`src/rtl/cia_bus_sequencer.sv`:
```
// cia_bus_sequencer
//   Generates the Phi 2 strobe pulses for the 8520 CIA and arbitrates its
//   register bus between two requesters (floppy FSM, host/debug port) and an
//   automatic ICR read that services the CIA interrupt. One register access
//   is performed per Phi 2 period.
//
// Ports
//   clk, res_n                 clock, asynchronous active-low reset
//   phi2_p / phi2_n            one-cycle pulses at Phi 2 rise / fall
//   reqN_valid/rw/rs/wdata     requester N access (N=0,1), held until reqN_done
//   reqN_done                  one-cycle completion pulse for requester N
//   rdata                      read data, valid while a reqN_done is high
//   irq_auto_en                enables automatic ICR service
//   icr_valid / icr_data       completion pulse and captured ICR value
//   cia_cs_n/rw/rs/wdata       CIA bus drive
//   cia_rdata, cia_irq_n       CIA data out and interrupt (synchronous to clk)
module cia_bus_sequencer #(
   parameter int PHI_DIV = 8
) (
   input  logic       clk,
   input  logic       res_n,
   output logic       phi2_p,
   output logic       phi2_n,
   input  logic       req0_valid,
   input  logic       req0_rw,
   input  logic [3:0] req0_rs,
   input  logic [7:0] req0_wdata,
   output logic       req0_done,
   input  logic       req1_valid,
   input  logic       req1_rw,
   input  logic [3:0] req1_rs,
   input  logic [7:0] req1_wdata,
   output logic       req1_done,
   output logic [7:0] rdata,
   input  logic       irq_auto_en,
   output logic       icr_valid,
   output logic [7:0] icr_data,
   output logic       cia_cs_n,
   output logic       cia_rw,
   output logic [3:0] cia_rs,
   output logic [7:0] cia_wdata,
   input  logic [7:0] cia_rdata,
   input  logic       cia_irq_n
);

   localparam int PH_W = $clog2(PHI_DIV);
   localparam logic [PH_W-1:0] PH_LAST     = PH_W'(PHI_DIV - 1);
   localparam logic [PH_W-1:0] PH_FALL_PRE = PH_W'(PHI_DIV / 2 - 1);
   localparam logic [PH_W-1:0] PH_REL      = PH_W'(PHI_DIV / 2);
   localparam logic [PH_W-1:0] PH_CMP      = PH_W'(PHI_DIV / 2 + 1);
   localparam logic [3:0]      RS_ICR      = 4'hD;

   typedef enum logic [1:0] {SRC_REQ0, SRC_REQ1, SRC_IRQ, SRC_NONE} src_e;

   logic [PH_W-1:0] ph;
   logic            last;
   logic            lockout;

   // Stage p0: access in flight between grant and completion
   logic            vld_p0;
   src_e            own_p0;
   logic            rw_p0;

   logic            v0, v1, irq_win;
   src_e            gnt_src;
   logic            gnt_rw;
   logic [3:0]      gnt_rs;
   logic [7:0]      gnt_wdata;

   // A requester whose access is still in flight is not eligible; this only
   // matters when completion and decision share an edge (PHI_DIV=4).
   assign v0      = req0_valid & ~(vld_p0 & (own_p0 == SRC_REQ0));
   assign v1      = req1_valid & ~(vld_p0 & (own_p0 == SRC_REQ1));
   assign irq_win = irq_auto_en & ~cia_irq_n & ~lockout;

   always_comb begin
      gnt_src   = SRC_NONE;
      gnt_rw    = 1'b1;
      gnt_rs    = 4'h0;
      gnt_wdata = 8'h00;
      if (irq_win) begin
         gnt_src = SRC_IRQ;
         gnt_rs  = RS_ICR;
      end else if (v0 && (!v1 || last)) begin
         gnt_src   = SRC_REQ0;
         gnt_rw    = req0_rw;
         gnt_rs    = req0_rs;
         gnt_wdata = req0_rw ? 8'h00 : req0_wdata;
      end else if (v1) begin
         gnt_src   = SRC_REQ1;
         gnt_rw    = req1_rw;
         gnt_rs    = req1_rs;
         gnt_wdata = req1_rw ? 8'h00 : req1_wdata;
      end
   end

   always_ff @(posedge clk or negedge res_n) begin
      if (!res_n) begin
         ph        <= '0;
         last      <= 1'b1;
         lockout   <= 1'b0;
         phi2_p    <= 1'b0;
         phi2_n    <= 1'b0;
         req0_done <= 1'b0;
         req1_done <= 1'b0;
         icr_valid <= 1'b0;
         rdata     <= 8'h00;
         icr_data  <= 8'h00;
         cia_cs_n  <= 1'b1;
         cia_rw    <= 1'b1;
         cia_rs    <= 4'h0;
         cia_wdata <= 8'h00;
         vld_p0    <= 1'b0;
         own_p0    <= SRC_NONE;
         rw_p0     <= 1'b1;
      end else begin
         // Strobes are registered so they line up with the ph value they mark
         phi2_p    <= (ph == PH_LAST);
         phi2_n    <= (ph == PH_FALL_PRE);
         ph        <= (ph == PH_LAST) ? '0 : ph + 1'b1;
         req0_done <= 1'b0;
         req1_done <= 1'b0;
         icr_valid <= 1'b0;

         if (ph == PH_REL) begin
            cia_cs_n  <= 1'b1;
            cia_rw    <= 1'b1;
            cia_rs    <= 4'h0;
            cia_wdata <= 8'h00;
         end

         // Stage p1: completion, one cycle after the bus returns to idle
         if (ph == PH_CMP && vld_p0) begin
            vld_p0 <= 1'b0;
            unique case (own_p0)
               SRC_REQ0: begin
                  req0_done <= 1'b1;
                  rdata     <= rw_p0 ? cia_rdata : 8'h00;
               end
               SRC_REQ1: begin
                  req1_done <= 1'b1;
                  rdata     <= rw_p0 ? cia_rdata : 8'h00;
               end
               SRC_IRQ: begin
                  icr_valid <= 1'b1;
                  icr_data  <= cia_rdata;
               end
               default: ;
            endcase
         end

         // Decision edge; placed last so a new grant wins over completion
         // bookkeeping on the same edge.
         if (ph == PH_LAST) begin
            // The CIA keeps irq_n low until the phi2_p after an ICR read, so
            // the following decision must ignore it.
            lockout <= (gnt_src != SRC_NONE) && gnt_rw && (gnt_rs == RS_ICR);
            if (gnt_src != SRC_NONE) begin
               cia_cs_n  <= 1'b0;
               cia_rw    <= gnt_rw;
               cia_rs    <= gnt_rs;
               cia_wdata <= gnt_wdata;
               vld_p0    <= 1'b1;
               own_p0    <= gnt_src;
               rw_p0     <= gnt_rw;
               if (gnt_src != SRC_IRQ)
                  last <= (gnt_src == SRC_REQ1);
            end
         end
      end
   end

endmodule
```
`config.mk`:
```
export PLATFORM = sky130hd
export DESIGN_NAME = cia_bus_sequencer
export DESIGN_NICKNAME = d
export VERILOG_FILES = /design/src/rtl/cia_bus_sequencer.sv
export SDC_FILE = /design/constraint.sdc
export NUM_CORES = 1
export LEC_CHECK = 0
export CORE_AREA = 2 2 69 71
export CTS_BUF_LIST = sky130_fd_sc_hd__clkbuf_2 sky130_fd_sc_hd__clkbuf_4 sky130_fd_sc_hd__clkbuf_8
export CTS_CLUSTER_DIAMETER = 50
export DETAILED_ROUTE_END_ITERATION = 6
export DIE_AREA = 0 0 71 73
export DONT_BUFFER_PORTS = 1
export PLACE_DENSITY = 0.68
export SLEW_MARGIN = 5
export SYNTH_ARGS = -nofsm -noshare
export SYNTH_HDL_FRONTEND = slang
export SYNTH_SLANG_ARGS = --single-unit
```
`constraint.sdc`:
```
create_clock -name clk -period 2.4 [get_ports clk]
set_input_delay 0.24 -clock clk [delete_from_list [all_inputs] [get_ports clk]]
set_output_delay 0.24 -clock clk [all_outputs]
set_load 0.005 [all_outputs]
```
* Yosys cells after proc, flatten, opt, wreduce, memory -nomap -nowiden
Cells that the tools add are included.
** Cells by class
- $add $sub $neg :: 1
- Multiply operators :: 0
- Div/mod/pow operators :: 0
- Order comparisons :: 0
- Equality and inequality tests :: 10
- Shift-type cells :: 0
- Muxes and demuxes :: 37
- Bitwise operators :: 10
- Reductions and logical operators :: 12
** Operator list (count)
- 8-bit 2-to-1 mux :: 9
- 4-bit 2-to-1 mux :: 6
- 1-bit 2-to-1 mux :: 18
- 3-bit equality test (second input constant) :: 3
- 1-bit AND :: 6
- 2-bit 2-to-1 mux :: 3
- 2-bit AND reduction :: 3
- 2-bit by 1-bit equality test with 1-bit output (second input constant) :: 2
- 4-bit equality test (second input constant) :: 1
- 1-bit logical AND :: 4
- 2-bit != test (second input constant) :: 2
- 1-bit NOT :: 4
- 3-bit by 1-bit adder with 3-bit output (second input constant) :: 1
- 3-bit by 2-bit equality test with 1-bit output (second input constant) :: 1
- 3-bit 2-to-1 mux :: 1
- 3-bit AND reduction :: 1
- 2-bit equality test (second input constant) :: 1
- 2-bit zero test :: 1
- 2-bit OR reduction :: 1
- 1-bit zero test :: 1
- 1-bit logical OR :: 1
** Word-level totals
- Bits in registers :: 44
- Latch bits :: 0
- Memory bits (writable) :: 0
- ROM bits :: 0
- Input port bits :: 40
- Output and inout port bits :: 35
- Word-level logic and storage cells :: 87
- Memories :: 0

* Depth between registers and ports, before layout
- Depth after elaboration :: 12
- Gate-level depth with buffers :: 9
- Depth with buffers taken out :: 7

* Least setup slack after synthesis
Ideal clock, no wire load.
- Path type :: register -> register
- Start point :: register ph[0]
- End point :: register cia_rs[1]
- Setup time :: 0.078 ns
- Arrival time :: 1.838 ns
- Required time :: 2.322 ns
- Setup slack :: 0.484 ns
- Stages on the path, launching flop included :: 10
- Buffers on the path :: 2
- Period minus slack after synthesis :: 1.916 ns
- Cell sequence :: dfrtp_1 ha_1 ha_1 o21ai_0 a21oi_1 or2_1 buf_2 a21oi_2 buf_2 o2bb2ai_1
** Between the ends
- Longest elaborated chain between the ends :: 4
- Elaborated cells on any way between the ends :: 5
** RTL lines
- from (decl) :: RTL line 55 : logic [PH_W-1:0] ph;
- from (signal assigned) :: RTL line 120 : ph <= (ph == PH_LAST) ? '0 : ph + 1'b1;
- 3-bit equality test :: RTL line 125 : if (ph == PH_REL) begin
- 4-bit 2-to-1 mux :: RTL line 125
- 4-bit 2-to-1 mux :: RTL line 158 : if (gnt_src != SRC_NONE) begin
- 4-bit 2-to-1 mux * :: RTL line 154 : if (ph == PH_LAST) begin
- to (signal assigned) :: RTL line 161 : cia_rs <= gnt_rs;
- to (decl) :: RTL line 40 : output logic [3:0] cia_rs,
Every way passes the cells marked *; elsewhere a longest branch is shown, timed or not.
A chain may end at the register's enable or synchronous reset.

* Worst setup path after layout
- Start point :: register ph[0]
- End point :: register cia_rs[3]
The elaborated chain is that of the path after synthesis.

==> results.py <==
metrics = {
    "status": {
        "status": "completed",
    },
    "grt": {
        "grt_pass1_vias": 1314,
        "grt_first_pass_wirelength_microns": 6250,
        "track_usage": 0.153,
        "grt_overflow": 0,
        "antenna_found_initial": 0,
        "grt_max_degree": 45,
    },
    "clock_tree": {
        "h-tree-depth": 2,
        "cts_made_buffers": 5,
        "clkSinkCount": 44,
        "clock_path_buffers": 2,
        "cts_tree": "built",
        "path_clk_slew_ns": 0.08,
        "post_cts_resize_count": 0,
        "clk_latency_ns": 0.29,
        "root_buffer": "clkbuf_8",
    },
    "sta": {
        "period_share": 0.856,
        "period_minus_slack_ns": 2.05,
        "hold_viol": 0,
        "drv_slew": 0,
        "tns_ns": 0,
        "fmax_mhz": 487,
        "setup_viol": 0,
        "worst_slew_pin_slew_ns": 0.678,
        "rsz0062_at_grt": "no",
        "slew_headroom": 0.547,
        "fin_skew_ns": 0.00577,
    },
    "synth": {
        "synthCells": 183,
        "syn_avg_cell_area_sq_um": 10.6,
        "synth_cell_types": 43,
        "syn_nets": 228,
        "yosysWarnings": 0,
        "async_flop_share": 1.00,
        "synth_enable_flop_cells": 0,
        "ys_ff_latch": 44,
        "ys_seq_area_frac": 0.572,
        "syn_area_sq_mm": 0.00194,
        "synth_flop_cell": "dfrtp_1",
    },
    "placement": {
        "dp_hpwl_microns": 2910,
        "place_area_sq_mm": 0.00198,
        "io_buffers": 0,
        "routabilityCongestion": 0.792,
    },
    "route": {
        "wl_per_cell_microns": 16.4,
        "vias": 1317,
        "drtIter0Drc": 81,
        "viasPerCell": 5.46,
        "drtAntennaViolNets": 0,
        "wirelength_microns": 3940,
        "drc_errors": 0,
        "first_pass_iters": 4,
    },
    "worst_setup_path": {
        "r2r-end": "cia_rs[3]$_DFF_PN0_",
        "worstSetupEndpointType": "register",
        "r2r-start": "ph[0]$_DFF_PN0_",
        "cp-start-kind": "register",
        "crit_path_top_delay_cell": "dfrtp_1",
        "cp_cell_sequence": "ha_1, ha_1, o21ai_0, a21oi_1, or2_1, a21oi_2, buf_4, a22o_1",
        "ff2ff_setup_slack_ns": 0.35,
        "crit_top_cell": "ha_1",
        "slowest_delay_ns": 0.40,
        "critPathRequiredTime_ns": 2.58,
        "cp.arrival_ns": 2.24,
        "r2r_cells": 8,
        "crit_type": "register to register",
        "crit_fanout": 13,
    },
    "final_layout": {
        "fin_nets": 231,
        "stdcell_area_sq_mm": 0.00211,
        "drive_gt1_frac": 0.128,
        "area_delta_synth_final_pct": 8.91,
        "insertedDiodeCount": 0,
    },
    "power_and_ir_drop": {
        "power_density_mw_per_mm2": 717,
        "p_leak_nw": 1.01,
        "irDropWorstVdd_v": 0.000246,
    },
    "floorplan": {
        "die_y_microns": 73,
        "die_w_microns": 71,
        "io_pins": 75,
        "rows": 25,
        "dieArea_sq_mm": 0.00518,
        "core_area_sq_mm": 0.00454,
        "initial_utilization": 0.427,
    },
    "flow_run": {
        "cap_violations": 0,
    },
    "min_path": {
        "hold_path_end": "icr_data[5]$_DFFE_PN0P_",
        "min_path_cells": 2,
        "holdCritStartpoint": "cia_rdata[5]",
        "hold_path.class": "input pin to register",
    },
}
==> timing repair <==
item,in CTS,in global routing
hold endpoints to repair,44,0
buffers inserted,0,0
hold buffers,2,0
==> final cells by class <==
class / instances / area [sq um]
clock buffers: 8 / 97.6
well taps: 54 / 67.6
inverters: 8 / 30.0
repair buffers: 4 / 45.0
flip-flops and latches: 44 / 1110
multi-input cells: 123 / 761
fillers: 424 / 2430
==> layout by cell type, fill, tap and decap left out, types with 2 or more instances in the layout <==
cell and instances:
o2bb2ai_1 9, dfrtp_1 38, o21ai_0 10, a22o_1 3, clkbuf_4 2, a21oi_1 4, buf_4 2, dfstp_2 6
a22oi_1 8, nand3_1 2, nor3b_1 3, ha_1 5, nor2_1 4, inv_1 7, clkbuf_8 6, nor2b_1 2
a21o_1 2, nand2_1 48
==> report_power, final <==
group          switching [mW]  internal [mW]  leakage (nW)
logic                  0.0792         0.0668         0.419
registers              0.0620          0.821         0.543
clock network           0.226          0.257        0.0523
total                   0.367           1.15          1.01
==> synthesized netlist by cell type, types with 2 or more instances <==
library cell  count  area share
a22oi_1           8       0.031
ha_1              5       0.032
a21oi_1           4       0.010
dfrtp_1          38        0.49
o21ai_0          10       0.026
nor2b_1           2      0.0065
a21o_1            2      0.0077
dfstp_2           6       0.081
clkbuf_1          3      0.0058
nor2_1            4      0.0077
o2bb2ai_1         9       0.041
nand2_1          48       0.093
a22o_1            3       0.014
buf_2             3      0.0077
nor3b_1           3       0.012
inv_1             7       0.014
nand3_1           2      0.0052
==> state kept, by name, summed over array words and instances, names as in the netlist <==
signal	flops
cia_wdata	8
icr_data	8
rdata	8
cia_rs	4
ph	3
own_p0	2
cia_cs_n	1
cia_rw	1
icr_valid	1
last	1
lockout	1
phi2_n	1
phi2_p	1
req0_done	1
req1_done	1
rw_p0	1
vld_p0	1
==> cell families (layout without fill, tap and decap cells) <==
group / Yosys count / count (layout) / share of synthesized area
fa+ha+maj: 5 / 5 / 0.0323
flops: 44 / 44 / 0.572
mux: 1 / 1 / 0.00517
compound gates: 48 / 48 / 0.186
buf+inv: 16 / 20 / 0.0349
simple gates: 69 / 69 / 0.169
==> metrics by stage <==
stage               setup WS [ns]   util  std cells  power (mW)  hold slack [ns]
detailed placement          0.328  0.437        231        1.03          -0.0543
finish                      0.345  0.465        241        1.51           0.0627
global placement            0.378  0.437        231        1.02          -0.0542
global route                0.175  0.465        241        1.59           0.0549
CTS                         0.333  0.465        241        1.54           0.0550
floorplan                   0.484      -        183       0.991          -0.0556
==> per-layer routing <==
| metal | up-vias | global-route usage | wire length (microns) |
|---|---|---|---|
| met1 | 617 | 0.202 | 1710 |
| met5 | - | 0 | 0 |
| met2 | 56 | 0.237 | 1840 |
| met3 | 7 | 0.0483 | 358 |
| li1 | 637 | - | - |
| met4 | 0 | 0.0587 | 38 |
==> worst max-delay path, delay by kind of cell (launching register included) <==
family / cells / cell delay (ns)
compound gates: 4 / 0.61
fa+ha+maj: 2 / 0.43
flops: 1 / 0.40
simple gates: 1 / 0.33
buf+inv: 1 / 0.19
==> worst max-delay path by stage <==
stage,start,end,slack (ns),cells after the start
floorplan,ph[0]$_DFF_PN0_,cia_rs[1]$_DFF_PN0_,0.48,9
global placement,own_p0[1]$_DFFE_PN1P_,lockout$_DFFE_PN0P_,0.38,5
detailed placement,ph[0]$_DFF_PN0_,cia_rs[3]$_DFF_PN0_,0.33,8
CTS,ph[0]$_DFF_PN0_,cia_rs[3]$_DFF_PN0_,0.33,8
global route,ph[0]$_DFF_PN0_,cia_rs[0]$_DFF_PN0_,0.17,8
finish,ph[0]$_DFF_PN0_,cia_rs[3]$_DFF_PN0_,0.35,8
Note: power is estimated with default switching activity, not from simulation.
